===== src/rtl/sr_cmd_gen.sv =====
// Debounced set/clear push-button front end; issues mutually exclusive fixed-width s/r pulses to an SR flip-flop.
// Press-to-pulse latency is DEBOUNCE_CYCLES+2 edges; presses arriving while busy wait in a one-deep pending bit per channel.
// Optional macro SR_CMD_CNT_EN adds an 8-bit saturating cmd_count output.
module sr_cmd_gen #(
    parameter int DEBOUNCE_CYCLES = 4,
    parameter int CNT_W           = 3,
    parameter int PULSE_CYCLES    = 2,
    parameter int HOLDOFF_CYCLES  = 2
) (
    input  logic       clk,
    input  logic       rst,
    input  logic       set_btn,
    input  logic       clr_btn,
    output logic       s,
    output logic       r,
    output logic       conflict,
    output logic       busy
`ifdef SR_CMD_CNT_EN
    ,
    output logic [7:0] cmd_count
`endif
);

    typedef enum logic [1:0] {
        ST_IDLE,
        ST_SET_PULSE,
        ST_CLR_PULSE,
        ST_HOLDOFF
    } state_t;

    localparam logic [CNT_W-1:0] DEB_LAST   = CNT_W'(DEBOUNCE_CYCLES - 1);
    localparam logic [CNT_W-1:0] PULSE_LAST = CNT_W'(PULSE_CYCLES - 1);
    localparam logic [CNT_W-1:0] HOLD_LAST  = CNT_W'(HOLDOFF_CYCLES - 1);

    // Channel index 0 is set, index 1 is clear.
    logic [1:0]       r_sync1;
    logic [1:0]       r_sync2;
    logic [1:0]       r_deb;
    logic [1:0]       r_deb_q;
    logic [1:0]       r_pend;
    logic [CNT_W-1:0] r_dcnt [2];

    state_t           r_state;
    state_t           w_state_nxt;
    logic [CNT_W-1:0] r_tmr;
    logic [CNT_W-1:0] w_tmr_nxt;
    logic [1:0]       w_press;
    logic [1:0]       w_req;
    logic [1:0]       w_pend_nxt;
    logic             w_conf_nxt;

    logic             r_s;
    logic             r_r;
    logic             r_conflict;
    logic             r_busy;

    always_ff @(posedge clk) begin
        if (rst) begin
            r_sync1 <= 2'b00;
            r_sync2 <= 2'b00;
            r_deb   <= 2'b00;
            r_deb_q <= 2'b00;
            for (int i = 0; i < 2; i++) begin
                r_dcnt[i] <= '0;
            end
        end else begin
            r_sync1 <= {clr_btn, set_btn};
            r_sync2 <= r_sync1;
            r_deb_q <= r_deb;
            for (int i = 0; i < 2; i++) begin
                if (r_sync2[i] == r_deb[i]) begin
                    r_dcnt[i] <= '0;
                end else if (r_dcnt[i] == DEB_LAST) begin
                    r_deb[i]  <= r_sync2[i];
                    r_dcnt[i] <= '0;
                end else begin
                    r_dcnt[i] <= r_dcnt[i] + 1'b1;
                end
            end
        end
    end

    assign w_press = r_deb & ~r_deb_q;
    assign w_req   = w_press | r_pend;

    always_comb begin
        w_state_nxt = r_state;
        w_tmr_nxt   = r_tmr;
        w_pend_nxt  = r_pend | w_press;
        w_conf_nxt  = 1'b0;
        case (r_state)
            ST_IDLE: begin
                // Every outstanding request is either taken or dropped as a conflict here.
                w_pend_nxt = 2'b00;
                w_tmr_nxt  = '0;
                if (w_req == 2'b11) begin
                    w_state_nxt = ST_HOLDOFF;
                    w_conf_nxt  = 1'b1;
                end else if (w_req[0]) begin
                    w_state_nxt = ST_SET_PULSE;
                end else if (w_req[1]) begin
                    w_state_nxt = ST_CLR_PULSE;
                end
            end
            ST_SET_PULSE, ST_CLR_PULSE: begin
                if (r_tmr == PULSE_LAST) begin
                    w_state_nxt = ST_HOLDOFF;
                    w_tmr_nxt   = '0;
                end else begin
                    w_tmr_nxt = r_tmr + 1'b1;
                end
            end
            ST_HOLDOFF: begin
                // The conflict cycle itself does not count toward the idle gap.
                if (!r_conflict) begin
                    if (r_tmr == HOLD_LAST) begin
                        w_state_nxt = ST_IDLE;
                        w_tmr_nxt   = '0;
                    end else begin
                        w_tmr_nxt = r_tmr + 1'b1;
                    end
                end
            end
            default: begin
                w_state_nxt = ST_IDLE;
                w_tmr_nxt   = '0;
            end
        endcase
    end

    always_ff @(posedge clk) begin
        if (rst) begin
            r_state    <= ST_IDLE;
            r_tmr      <= '0;
            r_pend     <= 2'b00;
            r_s        <= 1'b0;
            r_r        <= 1'b0;
            r_conflict <= 1'b0;
            r_busy     <= 1'b0;
        end else begin
            r_state    <= w_state_nxt;
            r_tmr      <= w_tmr_nxt;
            r_pend     <= w_pend_nxt;
            r_s        <= (w_state_nxt == ST_SET_PULSE);
            r_r        <= (w_state_nxt == ST_CLR_PULSE);
            r_conflict <= w_conf_nxt;
            r_busy     <= (w_state_nxt != ST_IDLE);
        end
    end

    assign s        = r_s;
    assign r        = r_r;
    assign conflict = r_conflict;
    assign busy     = r_busy;

`ifdef SR_CMD_CNT_EN
    logic [7:0] r_cmd_cnt;

    always_ff @(posedge clk) begin
        if (rst) begin
            r_cmd_cnt <= 8'd0;
        end else if ((r_state == ST_IDLE) && (r_cmd_cnt != 8'hFF) &&
                     ((w_state_nxt == ST_SET_PULSE) || (w_state_nxt == ST_CLR_PULSE))) begin
            r_cmd_cnt <= r_cmd_cnt + 8'd1;
        end
    end

    assign cmd_count = r_cmd_cnt;
`endif

endmodule


===== config.mk =====
export PLATFORM = sky130hd
export DESIGN_NAME = sr_cmd_gen
export DESIGN_NICKNAME = d
export VERILOG_FILES = /design/src/rtl/sr_cmd_gen.sv
export SDC_FILE = /design/constraint.sdc
export NUM_CORES = 1
export LEC_CHECK = 0
export CAP_MARGIN = 15
export CORE_MARGIN = 1
export CORE_UTILIZATION = 55
export DETAILED_ROUTE_END_ITERATION = 10
export GPL_ROUTABILITY_DRIVEN = 1
export GPL_TIMING_DRIVEN = 0
export PLACE_DENSITY_LB_ADDON = 0.25
export RECOVER_POWER = 25
export REMOVE_ABC_BUFFERS = 1
export SYNTH_ARGS = -nofsm -noshare
export SYNTH_HDL_FRONTEND = slang
export SYNTH_SLANG_ARGS = --single-unit

===== constraint.sdc =====
create_clock -name clk -period 2.12 [get_ports clk]
set_input_delay 0.424 -clock clk [delete_from_list [all_inputs] [get_ports clk]]
set_output_delay 0.424 -clock clk [all_outputs]
set_load 0.01 [all_outputs]

==> flow_metrics.py <==
metrics = {
    "run_status": {
        "outcome": "complete, no violations",
    },
    "die": {
        "die_area_mm2": 0.002121,
        "core_area_mm2": 0.001764,
        "die_y_um": 46.05,
        "num_rows": 15,
        "start_util_pct": 60.50,
        "dieWidth_um": 46.05,
        "ios": 8,
    },
    "routing": {
        "vias": 678,
        "wl_per_cell_um": 9.914,
        "routed_wl_mm": 1.388,
        "viasPerCell": 4.843,
        "ant_nets": 0,
        "first_iter_violations": 2,
        "first_pass_iters": 4,
        "drc": 0,
    },
    "sta": {
        "timing.final.crit_share_pct": 81.47,
        "skew_ns": 0.0007676,
        "hold_violations": 0,
        "tightest_slew_ns": 0.7175,
        "min_period_ns": 1.727,
        "setup_viol_count_final": 0,
        "drv_slew": 0,
        "rsz0062_at_grt": "false",
        "slew_headroom_pct": 52.01,
        "max_freq_mhz": 579.0,
        "setup_tns_ns": 0,
    },
    "finish": {
        "antenna_cells": 0,
        "drive_above_1_share_pct": 10.43,
        "syn2layout_area_growth_pct": 12.66,
        "fill_cells": 157,
        "final_util_pct": 68.16,
        "final_nets": 126,
    },
    "critical_path": {
        "crit_top_cell": "inv_1",
        "reg2reg_to": "s",
        "reg2regPathDepth": 6,
        "r2r_start": "r_state[0]",
        "cp_slowest_cell": "ha_1",
        "worstPathArrival_ns": 1.98,
        "required_ns": 2.37,
        "setup.worst_path.class": "register to register",
        "max_stage_delay_ns": 0.38,
        "critPathLaunchType": "register",
        "worstPathBufferInverterCount": 2,
        "r2r_slack_ns": 0.39,
        "cp-end-kind": "register",
        "cp_cell_sequence": "inv_1 > ha_1 > inv_1 > o31a_1 > o2bb2ai_2 > nor3b_2",
        "critPathTopFamily": "compound AO/OA/AOI/OAI gates",
        "cp_max_fo": 10,
    },
    "yosys": {
        "yosys_warnings": 0,
        "synth_top_area_share_pct": 35.64,
        "ys_ff_latch": 25,
        "synth_xor_area_share_pct": 1.641,
        "synthTopCellsByCount": "dfxtp_1, nor2_1, a21oi_1, inv_1",
        "postSynthCellCount": 102,
        "synthMuxAreaShare_pct": 1.876,
        "synthSimpleGateAreaFrac_pct": 19.58,
        "synth_top_family_by_area": "simple AND/OR/NAND/NOR gates",
        "synth-async-reset-ratio_pct": 0,
        "synth-compound-area-share_pct": 12.66,
        "synthFlopType": "dfxtp_1",
        "synth_edf_count": 6,
        "synth.most_common_cell": "dfxtp_1",
        "synth.area.top_cells": "dfxtp_1, edfxtp_1, ha_1",
        "netlist_area_mm2": 0.001067,
        "synthAdderAreaFrac_pct": 7.034,
        "yosysTopAreaCell": "dfxtp_1",
        "seq_area_frac_synth_pct": 52.52,
        "synth_area_per_cell_um2": 10.46,
        "synth.distinct_cells": 27,
    },
    "global_route": {
        "gr-total-overflow": 0,
        "grt_pass1_vias": 597,
        "grt_pass1_wl_mm": 2.352,
        "antenna_found_initial": 0,
        "grt_start_max_net_pins": 22,
        "track_usage_pct": 16.38,
    },
    "placement": {
        "routabilityCongestion": 0.7959,
        "io_buffers": 7,
        "hpwl_mm": 1.006,
    },
    "hold_path": {
        "hold_start": "r_sync1[0]",
        "worstHoldPathCells": 1,
        "hold_end": "r_sync2[0]",
        "hold_class": "register to register",
    },
    "job": {
        "drv_cap": 0,
    },
    "clock_tree": {
        "clk_latency_ns": 0.31,
        "cts_buffer_depth": 2,
        "numCtsBuffers": 3,
        "htree_levels": 1,
        "cts_tree": "done",
        "clock_sinks": 25,
        "post_cts_buffers": 0,
        "hold_buffers": 0,
        "cts.reportedPaths.clkPinSlew_ns": 0.13,
        "cts_root_buffer": "clkbuf_4",
        "ctsResizeCount": 0,
    },
    "pwr": {
        "power_leakage_nw": 0.4731,
        "p_total_mw": 1.050,
        "vdd_drop_max_uv": 563.4,
        "powerDensity_mw_per_mm2": 872.9,
    },
}
==> worst register-to-register path: stages, from the launching register on <==
cell and delay, ns:
dfxtp_1 0.35, inv_1 0.08, ha_1 0.38, inv_1 0.14, o31a_1 0.32, o2bb2ai_2 0.21, nor3b_2 0.19
==> layout make-up <==
class	count	area, um2	share of cell area (%)
Clock buffer	3	22.52	1.873
Clock inverter	1	5.005	0.4162
Inverter	9	33.78	2.810
Multi-Input combinational cell	70	479.2	39.85
Sequential cell	25	560.5	46.62
Tap cell	25	31.28	2.601
Timing Repair Buffer	7	70.07	5.827
==> metal layers <==
metal  vias up  GRT usage [%]  wire length, um
li1        363              -                -
met4         0          14.12               42
met3         4          4.706               27
met1       306          18.97              683
met2         5          24.51              635
met5         -              0                0
==> worst max-delay path by stage <==
| stage | from | to | slack [ns] | cells after the start |
|---|---|---|---|---|
| after floorplan | r_state[0] | s | 0.58 | 6 |
| after global placement | rst | r_dcnt[1][0] | 0.11 | 3 |
| after detailed placement | rst | r_dcnt[1][1] | 0.08 | 3 |
| after CTS | r_state[0] | s | 0.37 | 6 |
| after global routing | r_state[0] | s | 0.23 | 6 |
| final | r_state[0] | s | 0.39 | 6 |
==> through the flow <==
stage	hold slack (ns)	area, um2	setup WS (ns)	instances
global placement	0.4189	1175	0.1134	136
finish	0.4602	1202	0.3928	140
detailed placement	0.4263	1175	0.07592	136
floorplan	0.4138	1074	0.5827	104
CTS	0.4607	1202	0.3671	140
global route	0.4758	1202	0.2340	140
==> cell families after synthesis <==
kind of cell,after synthesis
other,1
buffers and inverters,12
AO/OA/AOI/OAI,19
flip-flops,25
AND/OR/NAND/NOR,35
adder cells (fa/ha/maj),6
XOR/XNOR,2
multiplexers,2
==> registers in the layout (all words and copies together), names as in the netlist <==
register  cells
r_dcnt        6
r             1
r_state       2
r_deb         2
r_sync1       2
r_sync2       2
r_pend        2
r_tmr         3
r_deb_q       2
conflict      1
busy          1
s             1
==> placed cells by master, fill, tap and decap left out, drive strengths merged <==
cell type      netlist  layout
ha                   6       6
inv                  9       9
a31oi                2       2
nand4b               2       2
nor3                 2       2
nand2                6       6
nor2b                6       6
and2b                1       1
mux2i                2       2
clkinv               0       1
nor3b                3       3
xnor2                2       2
a21o                 1       1
o21ai                3       3
nor4                 1       1
nor2                11      11
clkdlybuf4s50        0       6
dfxtp               19      19
dlygate4sd3          0       1
conb                 1       6
o31a                 1       1
o2bb2ai              2       2
or3                  2       2
a21oi               10      10
clkbuf               2       3
edfxtp               6       6
nand2b               1       1
==> report_power, final <==
part           switching [mW]  internal (mW)
registers              0.0220          0.529
logic                   0.158          0.136
clock network           0.134         0.0706
Note: power is estimated with default switching activity, not from simulation.
